$ cat config.mk
export PLATFORM = sky130hd
export DESIGN_NAME = ui_debounce_array_flat
export DESIGN_NICKNAME = d
export VERILOG_FILES = /design/src/rtl/ui_debounce_array_pkg.sv /design/src/rtl/ui_debounce_array_if.sv /design/src/rtl/ui_debounce_array_channel.sv /design/src/rtl/ui_debounce_array.sv /design/src/flat_wrapper.sv
export SDC_FILE = /design/constraint.sdc
export NUM_CORES = 1
export LEC_CHECK = 0
export CORE_AREA = 2 2 172 174
export CTS_CLUSTER_DIAMETER = 80
export CTS_CLUSTER_SIZE = 12
export DETAILED_ROUTE_END_ITERATION = 8
export DIE_AREA = 0 0 174 176
export GPL_ROUTABILITY_DRIVEN = 0
export PLACE_DENSITY_LB_ADDON = 0.25
export SETUP_SLACK_MARGIN = 0.2
export SLEW_MARGIN = 20
export SYNTH_ARGS = -nofsm -noshare
export SYNTH_HDL_FRONTEND = slang
export SYNTH_SLANG_ARGS = --single-unit
$ cat constraint.sdc
create_clock -name clock_50Mhz -period 6.8 [get_ports clock_50Mhz]
set_clock_uncertainty 0.1 [all_clocks]
set_input_delay 1.36 -clock clock_50Mhz [delete_from_list [all_inputs] [get_ports clock_50Mhz]]
set_output_delay 1.36 -clock clock_50Mhz [all_outputs]
set_load 0.005 [all_outputs]
$ cat src/rtl/ui_debounce_array_pkg.sv
// Shared types, timing defaults and width helpers for the pushbutton
// debounce array.
package ui_debounce_pkg;

  // Per-channel event tracker: waiting for a press, pressed but not yet
  // held long enough, or held and auto-repeating.
  typedef enum logic [1:0] {
    IDLE    = 2'd0,
    PRESSED = 2'd1,
    HELD    = 2'd2
  } ui_evt_state_t;

  // Default timings at 50 MHz.
  localparam int DEBOUNCE_1MS = 50000;
  localparam int HOLD_500MS   = 25000000;
  localparam int REPEAT_100MS = 5000000;

  // Bits needed to hold the values 0..n (never less than one bit).
  function automatic int cnt_width(input int n);
    return (n < 1) ? 1 : $clog2(n + 1);
  endfunction

  function automatic int max_int(input int a, input int b);
    return (a > b) ? a : b;
  endfunction

endpackage

$ cat src/rtl/ui_debounce_array_if.sv
// Bundle of raw button inputs and the cleaned-up level/event outputs.
// The master side drives the raw inputs, the slave side is the debouncer.
interface ui_debounce_array_if #(
  parameter int CHANNELS = 4
);
  logic [CHANNELS-1:0] inputWire_n;
  logic [CHANNELS-1:0] level_n;
  logic [CHANNELS-1:0] press_pulse;
  logic [CHANNELS-1:0] release_pulse;
  logic [CHANNELS-1:0] repeat_pulse;

  modport master (
    output inputWire_n,
    input  level_n,
    input  press_pulse,
    input  release_pulse,
    input  repeat_pulse
  );

  modport slave (
    input  inputWire_n,
    output level_n,
    output press_pulse,
    output release_pulse,
    output repeat_pulse
  );
endinterface

$ cat src/rtl/ui_debounce_array_channel.sv
// One debounced button: 2-flop synchronizer, symmetric debounce counter and
// a press/hold/repeat event tracker. Pulses line up with the level change.
module ui_debounce_channel
  import ui_debounce_pkg::*;
#(
  parameter int DEBOUNCE_CYCLES = DEBOUNCE_1MS,
  parameter int HOLD_CYCLES     = HOLD_500MS,
  parameter int REPEAT_CYCLES   = REPEAT_100MS
) (
  input  logic clock_50Mhz,
  input  logic reset,
  input  logic rawInput_n,
  output logic level_n,
  output logic pressPulse,
  output logic releasePulse,
  output logic repeatPulse
);

  localparam int DW = cnt_width(DEBOUNCE_CYCLES);
  localparam int HW = cnt_width(max_int(HOLD_CYCLES, REPEAT_CYCLES));
  localparam logic [DW-1:0] D_LAST = DW'(DEBOUNCE_CYCLES - 1);
  localparam logic [HW-1:0] H_LAST = HW'(HOLD_CYCLES - 1);
  // With no auto-repeat the value is unused; keep it a legal constant.
  localparam logic [HW-1:0] R_LAST = HW'((REPEAT_CYCLES > 0) ? REPEAT_CYCLES - 1 : 0);

  logic          sync1Reg, sync2Reg;
  logic          stableReg, stableNext;
  logic [DW-1:0] dcntReg, dcntNext;
  ui_evt_state_t stateReg, stateNext;
  logic [HW-1:0] hcntReg, hcntNext;
  logic          pressReg, pressNext;
  logic          releaseReg, releaseNext;
  logic          repeatReg, repeatNext;
  logic          acceptChange, acceptFall, acceptRise;

  // Bring the asynchronous raw input into the clock domain; idles released.
  always_ff @(posedge clock_50Mhz or posedge reset) begin
    if (reset) begin
      sync1Reg <= 1'b1;
      sync2Reg <= 1'b1;
    end else begin
      sync1Reg <= rawInput_n;
      sync2Reg <= sync1Reg;
    end
  end

  // Accept a new level only after it has differed from the stable one for
  // DEBOUNCE_CYCLES consecutive cycles; any agreement restarts the count.
  always_comb begin
    stableNext   = stableReg;
    dcntNext     = '0;
    acceptChange = 1'b0;
    if (sync2Reg != stableReg) begin
      if (dcntReg == D_LAST) begin
        acceptChange = 1'b1;
        stableNext   = sync2Reg;
      end else begin
        dcntNext = dcntReg + DW'(1);
      end
    end
  end

  assign acceptFall = acceptChange &&  stableReg;
  assign acceptRise = acceptChange && !stableReg;

  // Event tracker: press on accepted fall, repeat on hold/repeat expiry,
  // release on accepted rise. Release wins over a coinciding repeat.
  always_comb begin
    stateNext   = stateReg;
    hcntNext    = hcntReg;
    pressNext   = 1'b0;
    releaseNext = 1'b0;
    repeatNext  = 1'b0;
    case (stateReg)
      IDLE: begin
        if (acceptFall) begin
          stateNext = PRESSED;
          hcntNext  = '0;
          pressNext = 1'b1;
        end
      end
      PRESSED: begin
        if (acceptRise) begin
          stateNext   = IDLE;
          hcntNext    = '0;
          releaseNext = 1'b1;
        end else if (hcntReg == H_LAST) begin
          stateNext  = HELD;
          hcntNext   = '0;
          repeatNext = 1'b1;
        end else begin
          hcntNext = hcntReg + HW'(1);
        end
      end
      HELD: begin
        if (acceptRise) begin
          stateNext   = IDLE;
          hcntNext    = '0;
          releaseNext = 1'b1;
        end else if (REPEAT_CYCLES > 0) begin
          if (hcntReg == R_LAST) begin
            hcntNext   = '0;
            repeatNext = 1'b1;
          end else begin
            hcntNext = hcntReg + HW'(1);
          end
        end
      end
      default: begin
        stateNext = IDLE;
        hcntNext  = '0;
      end
    endcase
  end

  // All debounce and event state, with registered one-cycle pulses.
  always_ff @(posedge clock_50Mhz or posedge reset) begin
    if (reset) begin
      stableReg  <= 1'b1;
      dcntReg    <= '0;
      stateReg   <= IDLE;
      hcntReg    <= '0;
      pressReg   <= 1'b0;
      releaseReg <= 1'b0;
      repeatReg  <= 1'b0;
    end else begin
      stableReg  <= stableNext;
      dcntReg    <= dcntNext;
      stateReg   <= stateNext;
      hcntReg    <= hcntNext;
      pressReg   <= pressNext;
      releaseReg <= releaseNext;
      repeatReg  <= repeatNext;
    end
  end

  assign level_n      = stableReg;
  assign pressPulse   = pressReg;
  assign releasePulse = releaseReg;
  assign repeatPulse  = repeatReg;

endmodule

$ cat src/rtl/ui_debounce_array.sv
// Array of independent debounced buttons for the music-box UI.
module ui_debounce_array
  import ui_debounce_pkg::*;
#(
  parameter int CHANNELS        = 4,
  parameter int DEBOUNCE_CYCLES = DEBOUNCE_1MS,
  parameter int HOLD_CYCLES     = HOLD_500MS,
  parameter int REPEAT_CYCLES   = REPEAT_100MS
) (
  input  logic clock_50Mhz,
  input  logic reset,
  ui_debounce_array_if.slave bus
);

  logic [CHANNELS-1:0] levelVec;
  logic [CHANNELS-1:0] pressVec;
  logic [CHANNELS-1:0] releaseVec;
  logic [CHANNELS-1:0] repeatVec;

  for (genvar gi = 0; gi < CHANNELS; gi++) begin : gChannel
    ui_debounce_channel #(
      .DEBOUNCE_CYCLES (DEBOUNCE_CYCLES),
      .HOLD_CYCLES     (HOLD_CYCLES),
      .REPEAT_CYCLES   (REPEAT_CYCLES)
    ) uChannel (
      .clock_50Mhz  (clock_50Mhz),
      .reset        (reset),
      .rawInput_n   (bus.inputWire_n[gi]),
      .level_n      (levelVec[gi]),
      .pressPulse   (pressVec[gi]),
      .releasePulse (releaseVec[gi]),
      .repeatPulse  (repeatVec[gi])
    );
  end

  assign bus.level_n       = levelVec;
  assign bus.press_pulse   = pressVec;
  assign bus.release_pulse = releaseVec;
  assign bus.repeat_pulse  = repeatVec;

endmodule

$ cat src/flat_wrapper.sv
// flat-port wrapper written by rule: the top's interface ports become plain ports
module ui_debounce_array_flat import ui_debounce_pkg::*;
#(
  parameter int CHANNELS        = 4,
  parameter int DEBOUNCE_CYCLES = DEBOUNCE_1MS,
  parameter int HOLD_CYCLES     = HOLD_500MS,
  parameter int REPEAT_CYCLES   = REPEAT_100MS
)
  (clock_50Mhz, reset, bus_inputWire_n, bus_level_n, bus_press_pulse, bus_release_pulse, bus_repeat_pulse);
  ui_debounce_array_if #(.CHANNELS(CHANNELS)) bus_i ();
  input  logic clock_50Mhz;
  input  logic reset;
  input wire logic [$bits(bus_i.inputWire_n)-1:0] bus_inputWire_n;
  output wire logic [$bits(bus_i.level_n)-1:0] bus_level_n;
  output wire logic [$bits(bus_i.press_pulse)-1:0] bus_press_pulse;
  output wire logic [$bits(bus_i.release_pulse)-1:0] bus_release_pulse;
  output wire logic [$bits(bus_i.repeat_pulse)-1:0] bus_repeat_pulse;
  assign bus_i.inputWire_n = bus_inputWire_n;
  assign bus_level_n = bus_i.level_n;
  assign bus_press_pulse = bus_i.press_pulse;
  assign bus_release_pulse = bus_i.release_pulse;
  assign bus_repeat_pulse = bus_i.repeat_pulse;
  ui_debounce_array #(.CHANNELS(CHANNELS), .DEBOUNCE_CYCLES(DEBOUNCE_CYCLES), .HOLD_CYCLES(HOLD_CYCLES), .REPEAT_CYCLES(REPEAT_CYCLES)) u_core (.clock_50Mhz(clock_50Mhz), .reset(reset), .bus(bus_i));
endmodule
==> results.md <==
* Syn Inst Count at 1069
* CTS resizes at 0
* Req. time, crit path at 5340 ps
* Number of global-route vias before repair at 7428
* Pwr/cell area at 196 nW/um^2
* # nets final at 1097
* Avg WL per Cell at 13.4 um
* Worst-path clk slew at 70 ps
* Syn Nets at 1095
* Dpl hpwl at 13000 um
* CTS Root Cell: clkbuf_16
* Die height at 176 um
* FP Rows at 62
* Number of fill cells at 2881
* Worst path slowest cell: dfstp_2
* Via density at 5.09
* Worst-margin pin slew at 906 ps
* Synth Flop Type: dfrtp_1
* Antenna violations before repair at 0
* Area Overhead vs Synth at 10.3%
* Fin crit share at 0.437
* Setup crit end kind: output pin
* I/O Buffers at 21
* First-pass GRT wire length at 35500 um
* CTS Hold Bufs at 0
* DIE WIDTH at 174 um
* Final setup TNS at 0 ps
* Hold Fails Final Rpt at 0
* Final setup margin at 3830 ps
* CTS buffer count at 17
* Flops & latches, synth at 196
* RSZ-0062 raised after global routing: false
* Worst Path Max Fanout at 5
* CTS max path bufs at 2
* Most common cell after layout, fill and taps aside: dfrtp_1
* Startpoint Class: flip-flop
* Antenna cells at 0
* Worst setup path category: reg -> out
* Gr usage total at 0.138
* Worst vdd ir at 0.000153 V
* Pre-CTS setup slack at 3480 ps
* EDFF count, synth at 0
* Setup Buffers After CTS at 0
* Synth async-reset ratio at 1.00
* Largest net degree at the start of global routing at 169
* Total number of vias at 7469
* Max stage delay on crit path at 570 ps
* Top delay family on crit path: flip-flops
* Final Routed Wirelength at 19600 um
* Buffers & Inverters on Critical Path at 1
* Final setup violation count at 0
* Worst-Skew Late Latency at 430 ps
* Fraction of layout cells with a size suffix above 1 at 0.0638
* Die footprint at 30600 um^2
* Post-Synthesis Cell Area at 10300 um^2
* Count of cell types in the netlist at 63
* Worst hold path type: reg -> reg
* Placeable Area at 28500 um^2
* Critical path data arrival time at 1510 ps
* Slew Limit Fails at 0
* Seq/Total Area, Yosys at 0.479
* Slew Limit Headroom at 0.396
* Final min period at 2970 ps
* Total gr overflow at 0
* DRT iter0 DRCs at 399
* Fmax at 337 MHz
* Run status: complete, no violations
* # IOs at 22
* CTS tree: yes
* Critical path cell sequence: clkdlybuf4s50_1
* CTS H-tree depth at 4
* LEAKAGE at 4.73 nW
* Most frequent cells in the layout: 184 x dfrtp_1, 167 x nor2_1, 88 x nand2_1
* Mapped Avg Cell Area at 9.60 um^2
* Number of warnings issued by yosys at 0
* Max Cap Viol at 0
* DRC viols at 0
* Initial Util at 0.360
* Final ANT Viol Nets at 0
* DRT Pass-1 Iters at 5
* Count of clock tree sinks at 196
## power by group
part	leakage, nW	switching (mW)	total [mW]	internal [mW]
registers	2.69	0.00512	1.18	1.18
clock network	0.266	0.449	0.991	0.543
logic	1.78	0.0332	0.0435	0.0103
## registers in the layout, indices dropped and copies added, names as in the netlist
| register | flops |
|---|---|
| u_core.gChannel.uChannel.dcntReg | 64 |
| u_core.gChannel.uChannel.hcntReg | 100 |
| u_core.gChannel.uChannel.level_n | 4 |
| u_core.gChannel.uChannel.pressPulse | 4 |
| u_core.gChannel.uChannel.releasePulse | 4 |
| u_core.gChannel.uChannel.repeatPulse | 4 |
| u_core.gChannel.uChannel.stateReg | 8 |
| u_core.gChannel.uChannel.sync1Reg | 4 |
| u_core.gChannel.uChannel.sync2Reg | 4 |
## metrics by stage
step	instances	power [mW]	utilization	hold WS, ps	cell area [um^2]
4_1_cts	1466	2.25	0.396	258	11300
3_5_place_dp	1436	1.25	0.377	247	10800
3_3_place_gp	1436	1.25	0.377	246	10800
5_1_grt	1466	2.31	0.397	263	11300
2_1_floorplan	1069	1.23	-	245	10300
6_report	1466	2.22	0.397	256	11300
## logic make-up after synthesis
family	synth area share
adders and majority gates	0.0244
AOI/OAI and AO/OA	0.0836
and+or+nand+nor	0.281
muxes	0.00536
xor gates and xnor gates	0.0930
DFF	0.479
buffers and inverters	0.0335
## cell usage after synthesis, drive strengths merged (5+ instances only)
| cell | n | share of area |
|---|---|---|
| a21o | 10 | 0.0073 |
| a21oi | 15 | 0.0073 |
| a22o | 12 | 0.010 |
| and2 | 7 | 0.0043 |
| and3 | 47 | 0.029 |
| and4 | 7 | 0.0060 |
| buf | 27 | 0.019 |
| clkbuf | 14 | 0.0051 |
| dfrtp | 184 | 0.45 |
| dfstp | 12 | 0.031 |
| ha | 20 | 0.024 |
| inv | 27 | 0.0099 |
| nand2 | 88 | 0.032 |
| nand2b | 12 | 0.0073 |
| nand3 | 62 | 0.030 |
| nand4 | 46 | 0.028 |
| nor2 | 171 | 0.063 |
| nor2b | 10 | 0.0061 |
| nor3 | 17 | 0.0083 |
| nor3b | 10 | 0.0073 |
| nor4 | 15 | 0.011 |
| nor4b | 19 | 0.018 |
| nor4bb | 9 | 0.0088 |
| o21ai | 53 | 0.027 |
| o311ai | 6 | 0.0051 |
| or3 | 8 | 0.0049 |
| or4 | 5 | 0.0037 |
| xnor2 | 57 | 0.049 |
| xor2 | 52 | 0.044 |
## worst paths after layout
kind	startpoint	endpoint	slack, ps	cells after the start
max in group asynchronous	reset	u_core.gChannel[3].uChannel.hcntReg[0]$_DFFE_PP0P_	4040	3
min in group asynchronous	reset	u_core.gChannel[2].uChannel.hcntReg[23]$_DFFE_PP0P_	1270	2
worst min-delay path	u_core.gChannel[3].uChannel.sync1Reg$_DFF_PP1_	u_core.gChannel[3].uChannel.sync2Reg$_DFF_PP1_	260	0
worst max register to register	u_core.gChannel[3].uChannel.hcntReg[10]$_DFFE_PP0P_	u_core.gChannel[3].uChannel.hcntReg[14]$_DFFE_PP0P_	3980	6
worst max-delay path	u_core.gChannel[1].uChannel.level_n$_DFFE_PP1N_	bus_level_n[1]	3830	1
worst min register to register	u_core.gChannel[3].uChannel.sync1Reg$_DFF_PP1_	u_core.gChannel[3].uChannel.sync2Reg$_DFF_PP1_	260	0
## metal layers
layer | wire length (um) | global-route usage | vias up
met2 | 9080 | 0.224 | 66
met5 | 0 | 0 | -
met3 | 429 | 0.0245 | 12
met4 | 143 | 0.0350 | 0
li1 | - | - | 3759
met1 | 9990 | 0.191 | 3632
## area by class of cell
class	count	area (um^2)	area share
multi-input cells	805	5010	0.442
flip-flops and latches	196	4920	0.435
well taps	384	480	0.0424
clock buffers	19	433	0.0382
repair buffers	24	245	0.0217
clock inverters	11	131	0.0116
inverters	27	105	0.00928
No activity file was read; power rests on OpenSTA's default activity.
